[config.mk]
export PLATFORM = sky130hd
export DESIGN_NAME = and2_chain_scheduler
export DESIGN_NICKNAME = d
export VERILOG_FILES = /design/src/rtl/and2_sched_pkg.sv /design/src/rtl/and2_sched_rr_pick.sv /design/src/rtl/and2_chain_scheduler.sv
export SDC_FILE = /design/constraint.sdc
export NUM_CORES = 1
export LEC_CHECK = 0
export ABC_AREA = 1
export CORE_MARGIN = 2
export CORE_UTILIZATION = 45
export DETAILED_ROUTE_END_ITERATION = 16
export MAX_ROUTING_LAYER = met4
export PLACE_DENSITY = 0.76
export SYNTH_ARGS = -nofsm -noshare
export SYNTH_HDL_FRONTEND = slang
export SYNTH_SLANG_ARGS = --single-unit
[constraint.sdc]
create_clock -name CLK -period 2.96 [get_ports CLK]
set_input_delay 0.592 -clock CLK [delete_from_list [all_inputs] [get_ports CLK]]
set_output_delay 0.592 -clock CLK [all_outputs]
set_load 0.005 [all_outputs]
[src/rtl/and2_sched_pkg.sv]
// Shared types and elaboration-time helpers for the And2 chain scheduler.
package and2_sched_pkg;

  // Scheduler FSM states.
  typedef enum logic [1:0] {
    IDLE = 2'd0,
    BUSY = 2'd1,
    DONE = 2'd2
  } state_e;

  // Widest chunk the lowest_zero helper can scan.
  localparam int MAX_STEP = 32;

  // Requester index width (IDW). Never zero, even for a single requester.
  function automatic int id_width(input int n_req);
    return (n_req > 1) ? $clog2(n_req) : 1;
  endfunction

  // Zero-index width (ZW). Must also encode WIDTH, which means "no zero bit".
  function automatic int zidx_width(input int width);
    return $clog2(width + 1);
  endfunction

  // Number of STEP-bit chunks in one operand (NCHUNK).
  function automatic int n_chunks(input int width, input int step);
    return width / step;
  endfunction

  // Width of the chunk counter. Never zero.
  function automatic int cnt_width(input int n);
    return (n > 1) ? $clog2(n) : 1;
  endfunction

  // Index of the lowest zero among the low n bits, or n if they are all ones.
  function automatic int lowest_zero(input logic [MAX_STEP-1:0] bits, input int n);
    int r;
    r = n;
    // Scanning downwards leaves the lowest matching index in r.
    for (int i = MAX_STEP - 1; i >= 0; i--) begin
      if (i < n && !bits[i]) r = i;
    end
    return r;
  endfunction

endpackage

[src/rtl/and2_sched_rr_pick.sv]
// Combinational round-robin picker: the first valid requester strictly after
// rr_ptr (wrapping) wins, so the last requester served gets the lowest priority.
module and2_sched_rr_pick
  import and2_sched_pkg::*;
#(
  parameter  int N_REQ = 4,
  localparam int IDW   = id_width(N_REQ)
) (
  input  logic [N_REQ-1:0] req_valid,
  input  logic [IDW-1:0]   rr_ptr,
  output logic [N_REQ-1:0] grant_onehot,
  output logic [IDW-1:0]   grant_idx,
  output logic             grant_any
);

  logic [IDW-1:0] cand;

  // Search rr_ptr+1 .. rr_ptr+N_REQ (mod N_REQ) and grant the first valid one.
  always_comb begin
    // NOTE: every output gets a default before the search, so no path through
    // the loop leaves one unassigned and no latch is inferred.
    grant_onehot = '0;
    grant_idx    = '0;
    grant_any    = 1'b0;
    cand         = '0;
    for (int k = 1; k <= N_REQ; k++) begin
      cand = IDW'((int'(rr_ptr) + k) % N_REQ);
      if (!grant_any && req_valid[cand]) begin
        grant_any          = 1'b1;
        grant_onehot[cand] = 1'b1;
        grant_idx          = cand;
      end
    end
  end

endmodule

[src/rtl/and2_chain_scheduler.sv]
// Time-shares one STEP-bit And2 reduction chain between N_REQ requesters.
// A granted WIDTH-bit operand is reduced LSB chunk first over WIDTH/STEP
// cycles; the result is the AND of all bits and the index of the lowest zero.
module and2_chain_scheduler
  import and2_sched_pkg::*;
#(
  parameter  int N_REQ = 4,
  parameter  int WIDTH = 8,
  parameter  int STEP  = 2,
  localparam int IDW   = id_width(N_REQ),
  localparam int ZW    = zidx_width(WIDTH)
) (
  input  logic                   CLK,
  input  logic                   ASYNCRESETN,
  input  logic [N_REQ-1:0]       req_valid,
  output logic [N_REQ-1:0]       req_ready,
  input  logic [N_REQ*WIDTH-1:0] req_data,
  output logic                   resp_valid,
  input  logic                   resp_ready,
  output logic [IDW-1:0]         resp_id,
  output logic                   resp_O,
  output logic [ZW-1:0]          resp_zero_idx
);

  localparam int NCHUNK = n_chunks(WIDTH, STEP);
  localparam int CW     = cnt_width(NCHUNK);

  state_e            state_q, state_d;
  logic [WIDTH-1:0]  operand_q;
  logic [IDW-1:0]    id_q;
  logic [IDW-1:0]    rr_ptr_q;
  logic              acc_q, acc_d;
  logic [ZW-1:0]     zidx_q, zidx_d;
  logic [CW-1:0]     chunk_q;
  logic              last_chunk;

  logic [N_REQ-1:0]  grant_onehot;
  logic [IDW-1:0]    grant_idx;
  logic              grant_any;
  logic              grant_fire;
  logic [WIDTH-1:0]  grant_data;

  logic [STEP-1:0]   chunk_bits;
  logic [STEP:0]     and_chain;
  logic              chunk_all_ones;

  // ---------------------------------------------------------------------------
  // Arbitration
  // ---------------------------------------------------------------------------
  and2_sched_rr_pick #(
    .N_REQ (N_REQ)
  ) u_rr_pick (
    .req_valid    (req_valid),
    .rr_ptr       (rr_ptr_q),
    .grant_onehot (grant_onehot),
    .grant_idx    (grant_idx),
    .grant_any    (grant_any)
  );

  // Select the granted requester's operand from the flat input bus.
  always_comb begin
    grant_data = '0;
    for (int i = 0; i < N_REQ; i++) begin
      if (grant_idx == IDW'(i)) grant_data = req_data[i*WIDTH +: WIDTH];
    end
  end

  assign grant_fire = (state_q == IDLE) && grant_any;

  // ---------------------------------------------------------------------------
  // Shared STEP-bit And2 chain
  // ---------------------------------------------------------------------------
  // The operand register shifts right each BUSY cycle, so the chunk under
  // reduction is always its low STEP bits.
  assign chunk_bits   = operand_q[STEP-1:0];
  assign and_chain[0] = 1'b1;

  for (genvar i = 0; i < STEP; i++) begin : g_and2
    assign and_chain[i+1] = and_chain[i] & chunk_bits[i];
  end

  assign chunk_all_ones = and_chain[STEP];
  assign last_chunk     = (chunk_q == CW'(NCHUNK - 1));

  // Next accumulator and zero index; only the first zero found is kept.
  always_comb begin
    acc_d  = acc_q & chunk_all_ones;
    zidx_d = zidx_q;
    if (zidx_q == ZW'(WIDTH) && !chunk_all_ones) begin
      zidx_d = ZW'(int'(chunk_q) * STEP
                   + lowest_zero(MAX_STEP'(chunk_bits), STEP));
    end
  end

  // ---------------------------------------------------------------------------
  // Control FSM
  // ---------------------------------------------------------------------------
  // State register.
  always_ff @(posedge CLK or negedge ASYNCRESETN) begin
    // NOTE: sequential state uses <= so every register samples pre-edge values.
    if (!ASYNCRESETN) state_q <= IDLE;
    else              state_q <= state_d;
  end

  // Next-state logic and the combinational grant.
  always_comb begin
    state_d   = state_q;
    req_ready = '0;
    case (state_q)
      IDLE: begin
        req_ready = grant_onehot;
        if (grant_any) state_d = BUSY;
      end
      BUSY: begin
        if (last_chunk) state_d = DONE;
      end
      DONE: begin
        // The handshake cycle never grants: IDLE is only reached on the next edge.
        if (resp_ready) state_d = IDLE;
      end
      default: state_d = IDLE;
    endcase
  end

  assign resp_valid = (state_q == DONE);

  // ---------------------------------------------------------------------------
  // Datapath registers
  // ---------------------------------------------------------------------------
  // Operand capture, chunk-by-chunk reduction, result latch and pointer update.
  always_ff @(posedge CLK or negedge ASYNCRESETN) begin
    if (!ASYNCRESETN) begin
      // NOTE: the operand and accumulators are reset as well, so an in-flight
      // operand is dropped outright and every output is defined straight away.
      operand_q     <= '0;
      id_q          <= '0;
      acc_q         <= 1'b0;
      zidx_q        <= '0;
      chunk_q       <= '0;
      rr_ptr_q      <= IDW'(N_REQ - 1);
      resp_O        <= 1'b0;
      resp_id       <= '0;
      resp_zero_idx <= '0;
    end else begin
      case (state_q)
        IDLE: begin
          if (grant_fire) begin
            operand_q <= grant_data;
            id_q      <= grant_idx;
            acc_q     <= 1'b1;
            zidx_q    <= ZW'(WIDTH);
            chunk_q   <= '0;
          end
        end
        BUSY: begin
          operand_q <= operand_q >> STEP;
          acc_q     <= acc_d;
          zidx_q    <= zidx_d;
          chunk_q   <= chunk_q + CW'(1);
          if (last_chunk) begin
            resp_O        <= acc_d;
            resp_zero_idx <= zidx_d;
            resp_id       <= id_q;
          end
        end
        DONE: begin
          // The pointer only moves on completion, which is what prevents starvation.
          if (resp_ready) rr_ptr_q <= id_q;
        end
        default: ;
      endcase
    end
  end

  // ---------------------------------------------------------------------------
  // Interface properties
  // ---------------------------------------------------------------------------
  // At most one requester is granted, and only while idle.
  always_ff @(posedge CLK) begin
    if (ASYNCRESETN) begin
      assert ($onehot0(req_ready));
      assert (req_ready == '0 || state_q == IDLE);
    end
  end

  // A stalled response holds its payload.
  property p_resp_stable;
    @(posedge CLK) disable iff (!ASYNCRESETN)
      (resp_valid && !resp_ready) |=>
        (resp_valid && $stable(resp_O) && $stable(resp_id) && $stable(resp_zero_idx));
  endproperty
  a_resp_stable: assert property (p_resp_stable);

endmodule
# After elaboration in Yosys (flattened, before gate mapping)
# Index checks and enable logic that the tools add are counted.
dict set report word_totals {
  word_cells 110
  input_bits 39
  reg_bits 28
}
dict set report classes {
  n_eq_ne 11
  n_bitwise 5
  muxes 49
  n_reduce_logical 21
  n_lt_le_gt_ge 8
  n_addsub 6
}
# cell count
set op_table {}
lappend op_table {{two-way mux 8 bit} 5}
lappend op_table {{two-way mux 4 bit} 8}
lappend op_table {{two-way mux 2 bit} 10}
lappend op_table {{case mux 8 bit (2 select lines)} 1}
lappend op_table {{two-way mux 1 bit} 13}
lappend op_table {{less-than comparator 2 x 3 -> 1 bit (second input constant)} 4}
lappend op_table {{OR 4 bit} 3}
lappend op_table {{logical AND 1 bit} 9}
lappend op_table {{binary-select mux 1 bit (select 2 bit)} 4}
lappend op_table {{demux 1 bit (select 2 bit)} 4}
lappend op_table {{equality test 2 bit (second input constant)} 4}
lappend op_table {{>= comparator 2 x 1 -> 1 bit (second input constant)} 4}
lappend op_table {{case mux 4 bit (2 select lines)} 1}
lappend op_table {{AND reduction 2 bit} 4}
lappend op_table {{adder 2 x 1 -> 2 bit (second input constant)} 3}
lappend op_table {{!= test 2 bit (second input constant)} 3}
lappend op_table {{case mux 2 bit (3 select lines)} 1}
lappend op_table {{adder 2 bit (second input constant)} 2}
lappend op_table {{adder 4 bit} 1}
lappend op_table {{equality test 2 x 1 -> 1 bit (second input constant)} 2}
lappend op_table {{equality test 4 bit (second input constant)} 1}
lappend op_table {{zero test 1 bit} 4}
lappend op_table {{zero test 2 bit} 2}
lappend op_table {{case mux 2 bit (2 select lines)} 1}
lappend op_table {{5 further kinds} 6}

# Logic depth before layout (Yosys ltp)
# Gate-level depths: netlist of run 1.
dict set report depth {
  ltp_word 20
  depth_mapped 16
  depth_no_buf 15
}

# By module
# A second synthesis of run 1 with hierarchy kept.
dict set report hier_totals {
  hier_cells 284
  hier_area_um2 2068.2
}
# mod instances area_per_inst_um2 cells_each seq_area_each_um2
set modules_own_cells {}
lappend modules_own_cells {and2_chain_scheduler 1 1532.7 203 703.2}
lappend modules_own_cells {and2_sched_rr_pick 1 535.5 81 0.0}

# Least setup slack after synthesis of run 1
# OpenSTA, ideal clock, no wires.
dict set report synth_timing {
  path_type {reg-to-output}
  from {register rr_ptr_q[1]}
  to {output port req_ready[0]}
  t_arrival_ns 1.937
  setup_slack_ns 0.431
  t_required_ns 2.368
  stages_incl_launch_ff 11
  path_cell_list {dfstp_2 > inv_1 > ha_1 > inv_1 > nand3_2 > nand2_4 > nor2_8 > nand3_1 > o2111ai_1 > nand2_1 > inv_1}
}
dict set report synth_between {
  elab_chain_cells 14
  elab_cells_between_ends 49
  cone_classes {add/sub (4); order compare (8); mux (24); bitwise (3); reduce/logical (10)}
}
# element line_no
set synth_rtl {}
lappend synth_rtl {{from (decl)} and2_chain_scheduler.sv:31} ;# logic [IDW-1:0] rr_ptr_q;
lappend synth_rtl {{from (signal assigned)} and2_chain_scheduler.sv:140} ;# rr_ptr_q <= IDW'(N_REQ - 1);
lappend synth_rtl {{from (signal assigned)} and2_chain_scheduler.sv:168} ;# if (resp_ready) rr_ptr_q <= id_q;
lappend synth_rtl {{branches (longest 12 deep; another with less-than comparator 2 x 3 -> 1 bit)} -}
lappend synth_rtl {{two-way mux 4 bit (*)} and2_sched_rr_pick.sv:28} ;# if (!grant_any && req_valid[cand]) begin
lappend synth_rtl {{two-way mux 4 bit (*)} and2_chain_scheduler.sv:109} ;# case (state_q)
lappend synth_rtl {{to (decl)} and2_chain_scheduler.sv:16} ;# output logic [N_REQ-1:0] req_ready,
# Every way passes the cells marked *. The select of a mux whose other input is x is not followed.

# Final worst setup path of run 1
dict set report layout_timing {
  from {input port req_valid[1]}
  to {output port req_ready[0]}
}
dict set report layout_between {
  elab_chain_cells 13
  elab_cells_between_ends 25
  cone_classes {mux (16); bitwise (3); reduce/logical (6)}
}
# element line_no
set layout_rtl {}
lappend layout_rtl {{from (decl)} and2_chain_scheduler.sv:15} ;# input logic [N_REQ-1:0] req_valid,
lappend layout_rtl {{binary-select mux 1 bit (select 2 bit)} and2_sched_rr_pick.sv:28}
lappend layout_rtl {{two-way mux 1 bit (implied by the code)} and2_sched_rr_pick.sv:28}
lappend layout_rtl {{two-way mux 1 bit} and2_sched_rr_pick.sv:28}
lappend layout_rtl {{zero test 1 bit} and2_sched_rr_pick.sv:28}
lappend layout_rtl {{logical AND 1 bit} and2_sched_rr_pick.sv:28}
lappend layout_rtl {{two-way mux 1 bit} and2_sched_rr_pick.sv:28}
lappend layout_rtl {{zero test 1 bit} and2_sched_rr_pick.sv:28}
lappend layout_rtl {{logical AND 1 bit} and2_sched_rr_pick.sv:28}
lappend layout_rtl {{two-way mux 1 bit} and2_sched_rr_pick.sv:28}
lappend layout_rtl {{zero test 1 bit} and2_sched_rr_pick.sv:28}
lappend layout_rtl {{logical AND 1 bit} and2_sched_rr_pick.sv:28}
lappend layout_rtl {{two-way mux 4 bit (*)} and2_sched_rr_pick.sv:28}
lappend layout_rtl {{two-way mux 4 bit (*)} and2_chain_scheduler.sv:109}
# Mark *: on every way between the ends. The rest lies on a longest branch, timed or not. The select of a mux whose other input is x is not followed.

==> flow_results.org, run 1 <==
** Floorplan
- After floorplanning, the core was divided into 25 placement rows.
- Y dimension of the die :: 74.0 um
- The die covers between 5000 and 6000 um2.
- The initial utilization of the core area, before any placement, comes to 0.467.
- The core region is 4720 um2.
- Number of top-level pins :: 51
- The die is ~74 um wide.

** Cells and area
- Total of fill cells in the finished design :: 434
- Relative to the synthesized area, the layout overhead comes to 38.5%.
- Final antenna diode count :: 0
- Summing all multi-input logic gate instances after layout gives 1320 um2.
- The finished cells cover 3050 um2.
- Area occupied by registers :: 703 um2
- In the final layout, the share of cells above drive strength 1 is 0.190.
- The finished layout holds 452 standard cells, fillers aside.
- In the final design database the tool counted 436 nets.

** Yosys
- During synthesis, Yosys emitted a total of 0 warnings.
- The number of nets in the synthesized netlist is 363.
- Number of enable-type register cells in the synthesized netlist :: 0
- The synthesized design contains 28 register bits.
- Post-synthesis share of cell area spent on full adders, half adders and majority gates :: 0.0624
- Asr flop ratio synth :: 1.00
- Largest family of logic cells by synthesized area :: simple AND/OR/NAND/NOR gates
- Share of synthesized area spent on multiplexers :: 0
- After technology mapping, the gate count stands at 313.
- Sequential cell area fraction in the yosys report :: 0.319
- Fraction of synthesized cell area in xor and xnor cells :: 0
- Synth area leader :: dfrtp_1
- Area fraction in compound gates after synthesis :: 0.115
- Primary flip-flop cell chosen by synthesis mapping :: dfrtp_1
- Averaged over all synthesized cells, the footprint is 7.04 um2.
- Share of the synthesized area in the top cell type :: 0.295
- Leading cell types by total area after synthesis :: dfrtp_1, nand2_1, inv_1
- Of the total synthesized cell area, the portion taken by AND, OR, NAND and NOR gates is 0.393.
- The mapped netlist covers 2200 um2.
- Count of cell types in the netlist :: 34

** Drt
- Post-detailed-routing wire length :: 5450 um
- Vias after detailed routing :: 2211
- In the routed design, unresolved DRC markers number 0.
- Per-cell via count in the routed design :: 4.89
- Detailed-route wire length per cell :: ~12 um
- The first detailed-routing pass ran for 4 iterations.
- In this run, the number of DRC markers left after iteration 0 of detailed routing was 96.
- In this run the remaining antenna-violating nets after routing total 0.

** Placed design
- Routability-driven placement finished with a final weighted congestion of 0.878.
- After detailed placement, the design holds a cell count of 440.
- Count of buffers inserted at the top-level ports :: 50
- The HPWL after detailed placement is 4030 um.
- Summing all placed instances gives a cell area of about 2900 um2.

** Setup path
- Arrival time of data at the critical path endpoint :: 2.27 ns
- Worst R2R Path Depth :: 18
- Crit end category :: output port
- Worst-path fanout max :: 4
- The worst setup path is launched from a primary input.
- The critical path in this run is classified as in -> out.
- STA puts the critical path data required time at 2.37 ns.

** STA
- Final setup viols :: 0
- Summed over all failing endpoints, the final setup total negative slack is 0 ns.
- Setup repair after global routing could not meet its margin everywhere.
- For the pin with the worst max-slew slack, the measured transition is 0.682 ns.
- Final clock skew :: 0.00203 ns
- Peak clock frequency supported by timing :: between 300 and 400 MHz
- Endpoints failing hold :: 0
- Slew Limit Fails :: 0
- Relative max-transition margin :: 0.544
- In the finished design, the share of the clock period the worst path needs comes to 0.968.
- The clock period could shrink to 2.86 ns.

** CTS
- The clock passes through at most 2 buffers.
- Buffers inserted during clock tree synthesis total 3.
- Clock latency reported for the late side of the worst-skew pair :: 0.27 ns
- Clock input transition at the sequential cells of the worst setup and hold paths :: 0.09 ns
- Deepest level of the CTS H-tree :: 1
- The number of hold buffers added after CTS was 0.
- CTS Root Buffer Type :: clkbuf_8
- TritonCTS clock tree :: yes
- The tree built by TritonCTS fans out to 28 sinks.

** Power and ir drop
- Peak supply drop :: roughly 640 uV
- Cell area power density :: 1170 nW/um2
- Summed over all cells, the static leakage comes to 1.60 nW.
- PnR Total Power :: approximately 3.6 mW

** Global route
- Total track usage :: 0.217
- The first global-routing pass estimated 9170 um of wire.
- Pin count of the biggest net entering global routing :: 29
- The number of global-route vias before repair is 2123.
- The total overflow left after global routing is 0.
- The initial antenna violation count is 0.

** Min path
- Class of the tightest hold or removal check :: reg -> reg
- The worst hold path passes through 2 cells.

** Run
- Max-cap violations :: 0

** Run status
- Run status :: completed
==> report_power, final <==
part	internal (mW)	switching (mW)	leakage, nW
Sequential	0.568	0.111	0.348
Clock	0.119	0.114	0.0288
Combinational	1.12	1.54	1.22
==> synth_stat cells (2+ instances only) <==
| cell | count |
|---|---|
| nor2_1 | 12 |
| inv_4 | 2 |
| nand2_4 | 2 |
| o31ai_1 | 2 |
| nand2_2 | 5 |
| buf_4 | 2 |
| inv_2 | 4 |
| nand4_1 | 3 |
| nand2_1 | 115 |
| a21o_1 | 2 |
| o21ai_0 | 7 |
| a21oi_1 | 9 |
| o2111ai_1 | 3 |
| dfstp_2 | 2 |
| o21ai_1 | 17 |
| nand3_1 | 17 |
| dfrtp_1 | 26 |
| nand3_2 | 12 |
| buf_6 | 4 |
| ha_1 | 11 |
| clkbuf_1 | 2 |
| inv_1 | 38 |
| nand3b_1 | 5 |
==> cell families after synthesis <==
logic type | Yosys count
AO/OA/AOI/OAI | 44
adder cells (fa/ha/maj) | 11
buffers and inverters | 53
flip-flops | 28
AND/OR/NAND/NOR | 177
==> through the flow <==
stage | utilization | setup slack [ns] | hold WS [ns]
after floorplan | - | 0.431 | 0.296
after global placement | 0.607 | -0.0527 | 0.460
after detailed placement | 0.607 | -0.134 | 0.466
after CTS | 0.636 | 0.0806 | 0.490
after global routing | 0.646 | -0.0127 | 0.512
final | 0.646 | 0.0953 | 0.489
==> area by class of cell <==
| cell class | count | area share |
|---|---|---|
| Tap cell | 67 | 0.0275 |
| Multi-Input combinational cell | 232 | 0.432 |
| Sequential cell | 28 | 0.230 |
| Timing Repair Buffer | 76 | 0.234 |
| Clock buffer | 4 | 0.0180 |
| Inverter | 45 | 0.0574 |
==> path summary, 6_finish.rpt <==
kind,slack (ns),endpoint,from
max,0.1,req_ready[0],req_valid[1]
min,0.49,operand_q[6],operand_q[6]
min in group asynchronous,0.68,resp_O,ASYNCRESETN
min reg2reg,0.49,operand_q[6],operand_q[6]
max reg2reg,0.52,operand_q[7],rr_ptr_q[0]
max in group asynchronous,1.98,rr_ptr_q[0],ASYNCRESETN
==> placed cells by master (no fill, tap or decap), types with 2 or more instances in the layout <==
master	instances
o2111ai_2	3
inv_2	6
a21o_1	2
inv_1	36
nand4_1	3
nand3_2	11
clkbuf_8	4
nor2_4	2
a21oi_1	9
inv_4	2
o21ai_0	7
clkdlybuf4s50_1	43
buf_4	22
o31ai_1	2
nand3_1	16
ha_1	10
nand3_4	2
dfstp_2	2
nand2_4	2
buf_6	3
dlygate4sd2_1	5
nand3b_1	5
nand2_2	7
dfrtp_1	26
nand2_1	113
nor2_1	12
o21ai_1	17
==> timing repair <==
item                                    in CTS  in global routing
setup buffers                                4                  4
endpoints found under the setup margin       4                  2
gates resized for setup                     17                  6
pin swaps                                    7                  2
==> critical path, cell delays in order <==
cell and delay, ns:
clkdlybuf4s50_1 0.48, inv_1 0.05, nand2_2 0.09, nand3_4 0.09, nand2_4 0.11, nor2_8 0.06, buf_4 0.14, buf_6 0.11
nand3_1 0.08, o2111ai_2 0.11, nand2_1 0.08, inv_1 0.03, dlygate4sd2_1 0.25
==> metal layers <==
metal	track usage	wire, um	vias up
met5	-	0	-
met4	0.0687	107	0
met3	0.0339	226	12
met2	0.377	2790	60
met1	0.256	2330	999
li1	-	-	1140
==> state kept, by name, summed over array words and instances (netlist names) <==
name	cells
operand_q	8
resp_id	2
rr_ptr_q	2
id_q	2
state_q	2
resp_O	1
chunk_q	2
acc_q	1
zidx_q	4
resp_zero_idx	4
No activity file was read; power rests on OpenSTA's default activity.
==> inputs of run 2 (changes only) <==
--- a/config.mk
+++ b/config.mk
@@ -6,9 +6,9 @@
 export NUM_CORES = 1
 export LEC_CHECK = 0
 export ABC_AREA = 1
-export CORE_MARGIN = 2
 export CORE_UTILIZATION = 45
 export DETAILED_ROUTE_END_ITERATION = 16
+export HOLD_SLACK_MARGIN = 0.03
 export MAX_ROUTING_LAYER = met4
 export PLACE_DENSITY = 0.76
 export SYNTH_ARGS = -nofsm -noshare
==> run 2 against run 1 <==
The flow now finishes with violations (negative setup slack). Sequential power barely moved. Die area down 5.3%. Clock power is 2% higher. Critical path depth fell by 2. Hold slack got worse by 0.00096 ns. Flip-flop and latch count stayed put. First-iteration DRC count is 51% higher. Fmax decreased by 3.7%. Critical path type is now reg -> out. Largest power group unchanged.
==> flow_results.org, run 2 (synthesis gave the netlist of run 1 again) <==
** Min path
- Count of cells along the worst hold path :: 1
- Destination of the worst hold path :: resp_zero_idx[0]
- Class of the tightest hold or removal check :: reg -> reg
- Worst hold start :: resp_zero_idx[0]

** Setup path
- Worst reg-to-reg setup slack :: 0.29 ns
- Data on the critical path is required at its endpoint by ~2.4 ns.
- Worst R2R Path Depth :: 18
- In this run the worst path has a maximum fanout of 4.
- Reg2reg end :: operand_q[3]
- Arrival time of data at the critical path endpoint :: 2.38 ns
- Crit end category :: output port
- The worst setup path is launched from a register.
- Critical path start-end classification :: reg -> out
- Startpoint of the most critical register-to-register path :: rr_ptr_q[0]

** Placed design
- RD Place Congestion :: 0.860
- Pre-CTS setup slack :: -0.0980 ns
- Detailed placement ended at an HPWL of 3870 um.
- Count of buffers inserted at the top-level ports :: 50
- Once placement completed, the tool counted placed cells totaling 440.

** Drt
- Detailed-routing iteration count for the pre-antenna-repair pass :: 4
- After detailed routing, the wire length on met1 is 2390 um.
- DRC violation count after routing :: 0
- Summing over every cut layer, the via total after detailed routing is around 2200.
- Detailed-route wire length per cell :: 12.2 um
- Summed over all nets, wire length on met2 after detailed routing comes to 2830 um.
- DRT antenna net count :: 0
- For this block, the routed nets add up to 5510 um of wire.
- After detailed routing, the number of vias per cell comes to 4.97.
- Signal routing reaches up to met4.
- Detail Route met3 WL :: 184 um
- DR iter-0 viols :: 145

** STA
- Transition time at the pin with the least slew margin :: 0.648 ns
- Worst hold margin :: 0.489 ns
- Setup violations remaining at the end of the flow were counted as 1.
- Endpoints failing hold :: 0
- The max-slew violation count was 0.
- Peak clock frequency supported by timing :: 336 MHz
- Of the available clock period, the critical path in the final layout requires 1.01.
- In the post-route analysis, the smallest setup slack over all paths is -0.0151 ns.
- Relative max-transition margin :: 0.566
- Final clock skew :: 0.00205 ns
- Setup repair after global routing could not meet its margin everywhere.
- Subtracting the final worst setup slack from the clock period gives roughly 3.0 ns.

** Global route
- Global route overflow :: 0
- Total track usage :: 0.221
- First-pass GRT wire length :: roughly 8900 um
- Via count of the first global-routing pass :: 2008
- Pin count of the biggest net entering global routing :: 29
- The initial antenna violation count is 0.

** Cells and area
- Final antenna diode count :: 0
- The register with the most flip-flops in the layout has 8 of them.
- Commonest cells after routing, fill and taps aside :: nand2_1, clkdlybuf4s50_1, inv_1, dfrtp_1, buf_4
- Registers with the most flip-flops :: operand_q: 8 flops, resp_zero_idx: 4 flops, zidx_q: 4 flops
- The count of cells in the finished layout, fillers not included, comes to around 450.
- Net count of the finished layout :: 436
- Synth-to-Final Area Change :: 39.6%
- In the final layout, the share of cells above drive strength 1 is 0.200.
- Measured on the finished design, the core utilization comes to 0.652.
- Counting the fill cells in the layout gives 407.
- The register with the most flip-flops in the final layout is operand_q.
- The library cell used most frequently in the layout, excluding fill and tap cells, is nand2_1.

** Floorplan
- Y dimension of the die :: 72.0 um
- Floorplan row count :: 25
- Overall die area :: ~5200 um2
- From left edge to right edge, the die measures 72.0 um.
- Starting Density :: 0.467
- In this run the standard cell core region covers 4720 um2.
- Number of top-level pins :: 51

** CTS
- Buffers inserted during clock tree synthesis total 3.
- TritonCTS built the clock tree.
- CTS Hold Bufs :: 0
- CTS saw 28 sinks.
- CTS Root Buffer Type :: clkbuf_8
- Clock-pin slew was measured on the worst setup and hold paths at approximately 0.090 ns.
- The clock passes through at most 2 buffers.
- Clock latency reported for the late side of the worst-skew pair :: 0.28 ns
- CTS built an H-tree with a depth of 1.

** Power and ir drop
- IR analysis of the VDD net gives a maximum drop of roughly 660 uV.
- For this design the static power due to leakage is 1.61 nW.
- After layout, the design draws a total of 3.63 mW.
- Cell area power density :: 1180 nW/um2

** Run status
- Violations in the final reports :: negative setup slack
- Run status :: finished, violations left

** Run
- Max-cap violations :: 0
## run 2: cell count changes in the layout (fill, tap and decap cells not counted), sizes merged
cell,before,now
clkdlybuf4s15,1,0
clkdlybuf4s50,43,45
dlygate4sd2,5,4
## run 2: where the power goes
| part | leakage [nW] | internal, mW | switching, mW |
|---|---|---|---|
| sequential | 0.348 | 0.568 | 0.112 |
| combinational | 1.23 | 1.15 | 1.57 |
| clock | 0.0288 | 0.119 | 0.119 |
## run 2: metrics by stage
stage	cell area (um2)	setup TNS, ns
global route	3080	-0.170
CTS	3010	0
global placement	2870	-0.128
floorplan	2200	0
detailed placement	2870	-0.301
finish	3080	-0.0151
## run 2: worst max-delay path by stage
stage | from | to | depth (start not counted) | slack (ns)
floorplan | rr_ptr_q[1] | req_ready[0] | 10 | 0.43
global placement | req_valid[3] | req_ready[0] | 11 | -0.05
detailed placement | req_valid[3] | req_ready[3] | 11 | -0.1
CTS | rr_ptr_q[0] | req_ready[1] | 11 | 0.01
global route | rr_ptr_q[0] | req_ready[2] | 11 | -0.12
finish | rr_ptr_q[0] | req_ready[2] | 11 | -0.02
## run 2: metal layers
layer  vias to the layer above  GRT usage
met3                        12     0.0250
met1                      1023      0.270
met4                         0     0.0501
met2                        68      0.392
li1                       1144          -
met5                         -          -
## run 2: what timing repair did
item                                    CTS  global route
hold endpoints to repair                  0             0
pin swaps                                 6             3
resized for setup                        18             7
endpoints found under the setup margin    4             4
setup buffers                             4             4
## run 2: area by class of cell
class	count	area, um2	area share
inverters	45	175	0.0569
flip-flops and latches	28	703	0.228
clock buffers	4	55.1	0.0179
repair buffers	76	717	0.233
multi-input cells	232	1340	0.437
well taps	67	83.8	0.0272
## run 2: worst max-delay path: stages (launching register included)
cell             delay (ns)
dfstp_2                0.55
inv_2                  0.05
ha_4                   0.29
inv_2                  0.06
nand3_4                0.09
nand2_8                0.08
buf_4                  0.16
a22oi_2                0.19
nand3_1                0.09
nand2_1                0.06
inv_1                  0.04
clkdlybuf4s50_1        0.43
